**src/rtl/writeback_arbiter.sv**
```systemverilog
// writeback_arbiter: merges the single-cycle ALU result stream and the
// buffered load-response stream into one registered register-file write
// port. It also keeps the pending-load scoreboard and raises alu_stall when
// the load FIFO head has been starved by ALU writes for too long.
module writeback_arbiter #(
  parameter int DEPTH        = 2,
  parameter int STARVE_LIMIT = 4
) (
  input  logic        clk,
  input  logic        rst,
  input  logic        alu_valid,
  input  logic [4:0]  alu_rd,
  input  logic [31:0] alu_data,
  input  logic        ld_valid,
  output logic        ld_ready,
  input  logic [4:0]  ld_rd,
  input  logic [31:0] ld_data,
  input  logic        iss_valid,
  input  logic [4:0]  iss_rd,
  output logic [31:0] busy,
  output logic        alu_stall,
  output logic        wr_en,
  output logic [4:0]  wr_idx,
  output logic [31:0] wr_data
);

  localparam int PW = (DEPTH > 1) ? $clog2(DEPTH) : 1;
  localparam int CW = $clog2(DEPTH + 1);
  localparam int SW = $clog2(STARVE_LIMIT + 1);
  localparam logic [CW-1:0] DEPTH_C  = CW'(DEPTH);
  localparam logic [SW-1:0] STARVE_C = SW'(STARVE_LIMIT);

  logic [4:0]    mem_idx_q  [DEPTH];
  logic [4:0]    mem_idx_d  [DEPTH];
  logic [31:0]   mem_data_q [DEPTH];
  logic [31:0]   mem_data_d [DEPTH];
  logic [PW-1:0] head_q, head_d;
  logic [PW-1:0] tail_q, tail_d;
  logic [CW-1:0] count_q, count_d;
  logic [SW-1:0] starve_q, starve_d;
  logic          alu_stall_q, alu_stall_d;
  logic [31:0]   busy_q, busy_d;
  logic          wr_en_q, wr_en_d;
  logic [4:0]    wr_idx_q, wr_idx_d;
  logic [31:0]   wr_data_q, wr_data_d;

  logic alu_req;
  logic fifo_nonempty;
  logic push;
  logic pop;
  logic [SW-1:0] starve_inc;

  // Request decode: x0 destinations never become writes or FIFO entries.
  always_comb begin
    ld_ready      = rst & (count_q < DEPTH_C);
    alu_req       = alu_valid & (alu_rd != 5'd0);
    fifo_nonempty = (count_q != '0);
    push          = ld_valid & ld_ready & (ld_rd != 5'd0);
    pop           = ~alu_req & fifo_nonempty;
    starve_inc    = starve_q + SW'(1);
  end

  // FIFO storage, pointers and occupancy; push and pop may coincide.
  always_comb begin
    mem_idx_d  = mem_idx_q;
    mem_data_d = mem_data_q;
    head_d     = head_q;
    tail_d     = tail_q;
    count_d    = count_q;
    if (push) begin
      mem_idx_d[tail_q]  = ld_rd;
      mem_data_d[tail_q] = ld_data;
      tail_d             = tail_q + PW'(1);
    end
    if (pop) begin
      head_d = head_q + PW'(1);
    end
    if (push && !pop) begin
      count_d = count_q + CW'(1);
    end else if (pop && !push) begin
      count_d = count_q - CW'(1);
    end
  end

  // Write-port selection: ALU first, then the FIFO head, else hold idx/data.
  always_comb begin
    wr_en_d   = 1'b0;
    wr_idx_d  = wr_idx_q;
    wr_data_d = wr_data_q;
    if (alu_req) begin
      wr_en_d   = 1'b1;
      wr_idx_d  = alu_rd;
      wr_data_d = alu_data;
    end else if (pop) begin
      wr_en_d   = 1'b1;
      wr_idx_d  = mem_idx_q[head_q];
      wr_data_d = mem_data_q[head_q];
    end
  end

  // Scoreboard: a pop clears its destination, a new issue sets one (set wins).
  always_comb begin
    busy_d = busy_q;
    if (pop) begin
      busy_d[mem_idx_q[head_q]] = 1'b0;
    end
    if (iss_valid && (iss_rd != 5'd0)) begin
      busy_d[iss_rd] = 1'b1;
    end
    busy_d[0] = 1'b0;
  end

  // Starvation counter: counts ALU wins over a waiting head, pulses alu_stall.
  always_comb begin
    starve_d    = starve_q;
    alu_stall_d = 1'b0;
    if (!fifo_nonempty || pop) begin
      starve_d = '0;
    end else if (alu_req) begin
      if (starve_inc == STARVE_C) begin
        starve_d    = '0;
        alu_stall_d = 1'b1;
      end else begin
        starve_d = starve_inc;
      end
    end
  end

  // State registers; reset discards queued loads and pending busy bits.
  always_ff @(posedge clk or negedge rst) begin
    if (!rst) begin
      for (int i = 0; i < DEPTH; i++) begin
        mem_idx_q[i]  <= '0;
        mem_data_q[i] <= '0;
      end
      head_q      <= '0;
      tail_q      <= '0;
      count_q     <= '0;
      starve_q    <= '0;
      alu_stall_q <= 1'b0;
      busy_q      <= '0;
      wr_en_q     <= 1'b0;
      wr_idx_q    <= '0;
      wr_data_q   <= '0;
    end else begin
      mem_idx_q   <= mem_idx_d;
      mem_data_q  <= mem_data_d;
      head_q      <= head_d;
      tail_q      <= tail_d;
      count_q     <= count_d;
      starve_q    <= starve_d;
      alu_stall_q <= alu_stall_d;
      busy_q      <= busy_d;
      wr_en_q     <= wr_en_d;
      wr_idx_q    <= wr_idx_d;
      wr_data_q   <= wr_data_d;
    end
  end

  assign busy      = busy_q;
  assign alu_stall = alu_stall_q;
  assign wr_en     = wr_en_q;
  assign wr_idx    = wr_idx_q;
  assign wr_data   = wr_data_q;

endmodule
```
**config.mk**
```make
export PLATFORM = sky130hd
export DESIGN_NAME = writeback_arbiter
export DESIGN_NICKNAME = d
export VERILOG_FILES = /design/src/rtl/writeback_arbiter.sv
export SDC_FILE = /design/constraint.sdc
export NUM_CORES = 1
export LEC_CHECK = 0
export CORE_MARGIN = 5
export CORE_UTILIZATION = 47
export CTS_BUF_LIST = sky130_fd_sc_hd__clkbuf_4
export CTS_CLUSTER_SIZE = 12
export DETAILED_ROUTE_END_ITERATION = 16
export PLACE_DENSITY = 0.75
export SYNTH_ARGS = -nofsm -noshare
export SYNTH_HDL_FRONTEND = slang
export SYNTH_SLANG_ARGS = --single-unit
```
**constraint.sdc**
```tcl
create_clock -name clk -period 1.84 [get_ports clk]
set_input_delay 0.276 -clock clk [delete_from_list [all_inputs] [get_ports clk]]
set_output_delay 0.276 -clock clk [all_outputs]
set_load 0.005 [all_outputs]
```
=== Yosys cells after proc, flatten, opt, wreduce, memory -nomap -nowiden ===
Cells that the tools add are included.

* Add/subtract/negate cells: 5
* Magnitude comparators: 8
* Eq/ne operators: 1
* Muxes and demuxes: 32
* Bitwise operators: 11
* Reduce and logical (&&, ||, !) cells: 17

{| class="wikitable"
|+ Operators by type and width
! operator !! count
|-
| two-way mux 32 bit || 8
|-
| bitwise mux 64 bit || 1
|-
| bitwise AND 32 bit || 1
|-
| demux 32 bit (select 1 bit) || 1
|-
| inverter 32 bit || 1
|-
| OR 32 bit || 1
|-
| two-way mux 5 bit || 6
|-
| nonzero test 5 bit || 3
|-
| < comparator 5 x 6 -> 1 bit (second input constant) || 2
|-
| bitwise mux 10 bit || 1
|-
| demux 1 bit (select 5 bit) || 2
|-
| greater-or-equal comparator 5 x 1 -> 1 bit (second input constant) || 2
|-
| two-way mux 3 bit || 3
|-
| nonzero test 2 bit || 4
|-
| two-way mux 1 bit || 7
|-
| logical AND 1 bit || 6
|-
| bitwise AND 1 bit || 5
|-
| demux 5 bit (select 1 bit) || 1
|-
| greater-or-equal comparator 2 bit (second input constant) || 2
|-
| two-way mux 2 bit || 2
|-
| inverter 1 -> 2 bit || 2
|-
| adder 3 x 1 -> 3 bit (second input constant) || 1
|-
| equality test 3 bit (second input constant) || 1
|-
| logical NOT 1 bit || 3
|-
| 7 further kinds || 8
|}

* Bits in registers: 151
* Bits of input ports: 84
* Output and inout bits: 72
* Logic and storage cells: 87

=== Logic depth before layout (Yosys ltp) ===
* Depth in word-level cells: 13
* Depth in mapped cells: 7
* Mapped depth without buffers: 7

=== Worst setup path before layout ===
Ideal clock, no wire load.

* Path kind: in2reg
* Start point: in ld_rd[0]
* End point: reg mem_data_q[10] (netlist bit)
* Library setup time: 127 ps
* Arrival: 1704 ps
* Required time: 1713 ps
* Path slack: 8 ps
* Cell stages on the path: 6
* Buffers on the path: 1
* Path through: or4_1 o211ai_2 inv_2 nand2_4 buf_6 mux2_1

* Cells in the longest elaborated chain, start to end: 2

{| class="wikitable"
|+ Ends and longest elaborated chain
! item !! RTL line !! RTL
|-
| from (decl) || 16 || <nowiki>input logic [4:0] ld_rd,</nowiki>
|-
| nonzero test 5 bit || 58 || <nowiki>push = ld_valid & ld_ready & (ld_rd != 5'd0);</nowiki>
|-
| bitwise AND 1 bit || 58 ||
|-
| to (signal assigned) || 147 || <nowiki>mem_data_q <= mem_data_d;</nowiki>
|-
| to (decl) || 35 || <nowiki>logic [31:0] mem_data_q [DEPTH];</nowiki>
|}

Every way passes these cells.
A chain may end at the register's enable or synchronous reset.

=== Worst setup path after layout ===
* Start point: reg busy_q[6] (netlist: busy[6])
* End point: out busy[6]

{| class="wikitable"
|+ RTL lines
! item !! RTL line !! RTL
|-
| from (decl) || 42 || <nowiki>logic [31:0] busy_q, busy_d;</nowiki>
|-
| from (signal assigned) || 153 || <nowiki>busy_q <= busy_d;</nowiki>
|-
| to (decl) || 20 || <nowiki>output logic [31:0] busy,</nowiki>
|}

No word-level cell between the ends.

==> metrics.txt <==
run status complete, but fails checks; failing checks hold timing; Seq pwr share 40.4%; Max Fclk 0.5593 GHz; Die Footprint 0.01685 sq mm; number of global-route vias before repair 5534; internal power 9.023 mW; GR peak layer met2; Mapped Cells 582; Finished Cell Area 0.009170 sq mm; cell count after placement 920; Final period util 97.18%; sequential element share of the synthesized area 56.00%; final WL 17070 um; post-synthesis sequential element count 151; met2 Track Usage GR 35.03%; CP startpoint busy[6]; first-pass GRT wire length 27780 um; worst vdd ir 0.0006502 V; CTS max path bufs 2; H-tree levels 4; detailed-route wire length per cell 17.73 um; max-cap viol count 0; EDFF count, synth 0; Bufs and invs on worst path 1; RSZ-0062 raised after global routing yes; # DRC 0; initial antenna violation count 0; Avg Vias per Cell 5.401; Pleak 4.105 nW; Critical Path Sink Type primary output; placed cell area 0.008677 sq mm; sw power 4.946 mW; required time worst endpoint 1.56 ns; Slew @ Worst Pin 1.027 ns; layout cells sized above 1 19.03%; clock share of power 15.0%; Pwr Density 1523 mW/mm^2; Final min period 1.788 ns; area leader, netlist dfrtp_1; DRT Pass-1 Iters 5; # diodes 0; count of different cell masters after synthesis 41; initial core utilization 48.24%; Final Non-Filler Cells 963; row count 43; Slowest-stage cell, CP clkdlybuf4s50_1; slew margin rel. 31.55%; r2r startpoint head_q; WP data arrival 1.51 ns; gr usage total 21.07%; CTS tree yes; Comb pwr share 44.6%; HP Class in2async; largest net degree at the start of global routing 83; DRT iter0 DRCs 360; M1 GR Usage 25.87%; Yosys top cell area share 56.00%; Final Setup Violations 0; Async S/R FF share, synth 100.0%; final weighted congestion in routability-driven placement 0.8762; Top delay family on crit path buffers and inverters; clock sink total 151; Primary FF master, synth dfrtp_1; final antenna-violating net count 0; Max Clock Skew 0.01435 ns; Port Buffers 154; Horiz. Die Dim 129.8 um; Die H 129.8 um; Mean Syn Cell Area 11.59 sq um; CP Max Fanout 3; max-slew violations 0; Via Count 5201; hold_ws -0.09929 ns; Max stage delay on crit path 0.53 ns; Mapped Area 0.006748 sq mm; Setup CP Type reg2out; Area Overhead vs Synth 35.90%; grt met3 use 7.000%; core box area 0.01399 sq mm; Fin. Hold Viols 69; Layout Utilization 65.55%; top cells by area in the synthesized netlist dfrtp_1 (56%), mux2_2 (7.7%), mux2i_1 (5.5%); Num CTS Buffers 17; clock tree root buffer cell clkbuf_4; critical path startpoint category flip-flop; switching portion of total power 35.41%; Warnings, synthesis 0; Worst-path clk slew 0.13 ns; critical-path cell list clkdlybuf4s50_1; io pins 156; Syn Nets 669; clock latency on the worst-skew pair 0.56 ns; nets 857; grt ovf 0; hpwl dp 12180 um
flip-flops by register name, summed over array words and instances, names as in the netlist:
register    cells
wr_en           1
wr_data        32
busy           31
mem_idx_q      10
count_q         2
mem_data_q     64
head_q          1
wr_idx          5
alu_stall       1
starve_q        3
tail_q          1
cells in the mapped netlist, drive strengths merged, types with 12 or more instances:
cell type,n
a21oi,35
buf,17
clkbuf,15
dfrtp,151
inv,18
mux2,77
mux2i,37
nand2,63
nand3,12
nor2,39
o21ai,56
o221ai,15
repair_timing:
action	4_1_cts	5_1_grt
cloned	1	0
endpoints found under the hold margin	69	62
endpoints found under the setup margin	50	53
pin swaps	2	1
buffers inserted	6	4
gates resized for setup	7	14
power groups by stage:
stage	clock network [mW]	logic, mW	registers (mW)
after global placement	0	5.77	5.59
after floorplan	0	3.36	5.47
after detailed placement	0	5.97	5.69
after global routing	2.28	6.87	5.83
after CTS	2.13	6.13	5.63
final	2.09	6.23	5.65
metrics by stage:
stage | TNS, ns | total power [mW] | worst slack [ns]
3_5_place_dp | -103.34 | 11.66 | -0.7226
4_1_cts | -0.002758 | 13.90 | -0.002758
2_1_floorplan | 0 | 8.836 | 0.008083
3_3_place_gp | -90.01 | 11.36 | -0.6308
6_report | 0 | 13.97 | 0.05191
5_1_grt | -0.07564 | 14.98 | -0.03976
path summary, 6_finish.rpt:
kind,endpoint,slack [ns],cells past startpoint
min in group clk,wr_data[23],0.26,3
max in group asynchronous,busy[23],0.34,3
worst max-delay path,busy[6],0.05,1
worst min-delay path,busy[12],-0.1,2
worst max register to register,busy[9],0.08,6
worst min register to register,mem_data_q[13],0.51,1
per-layer routing:
layer | share of wire (%) | wire length [um]
met5 | 0 | 0
met4 | 2.2 | 378
met3 | 7.8 | 1327
met2 | 49 | 8323
met1 | 41 | 7041
cell usage in the layout, fill, tap and decap left out, drive strengths merged, types with 7 or more instances in the layout:
cell type      instances
clkdlybuf4s50        150
a21oi                 35
mux2i                 37
clkbuf                17
nand2                 63
clkinv                 8
dfrtp                151
o221ai                15
mux2                  77
o31ai                  7
o21ai                 56
nand3                 12
nor2                  40
buf                   47
inv                   18
o41ai                  9
logic make-up (layout without fill, tap and decap cells):
group | count (synthesis) | in the layout | share of synthesized area, %
XOR/XNOR | 6 | 6 | 0.7789
multiplexers | 114 | 114 | 18.34
adder cells (fa/ha/maj) | 3 | 3 | 0.5563
other | 1 | 1 | 0.05557
buffers and inverters | 50 | 250 | 3.949
flip-flops | 151 | 151 | 56.00
AO/OA/AOI/OAI | 124 | 124 | 11.03
AND/OR/NAND/NOR | 133 | 134 | 9.290
cell type report:
class	instances	area [sq um]
Inverter	18	67.56
Clock buffer	17	127.6
Fill cell	1108	4818
Timing Repair Buffer	200	2006
Sequential cell	151	3780
Multi-Input combinational cell	382	2803
Tap cell	180	225.2
Clock inverter	15	161.4
(Power assumes the default switching activity.)
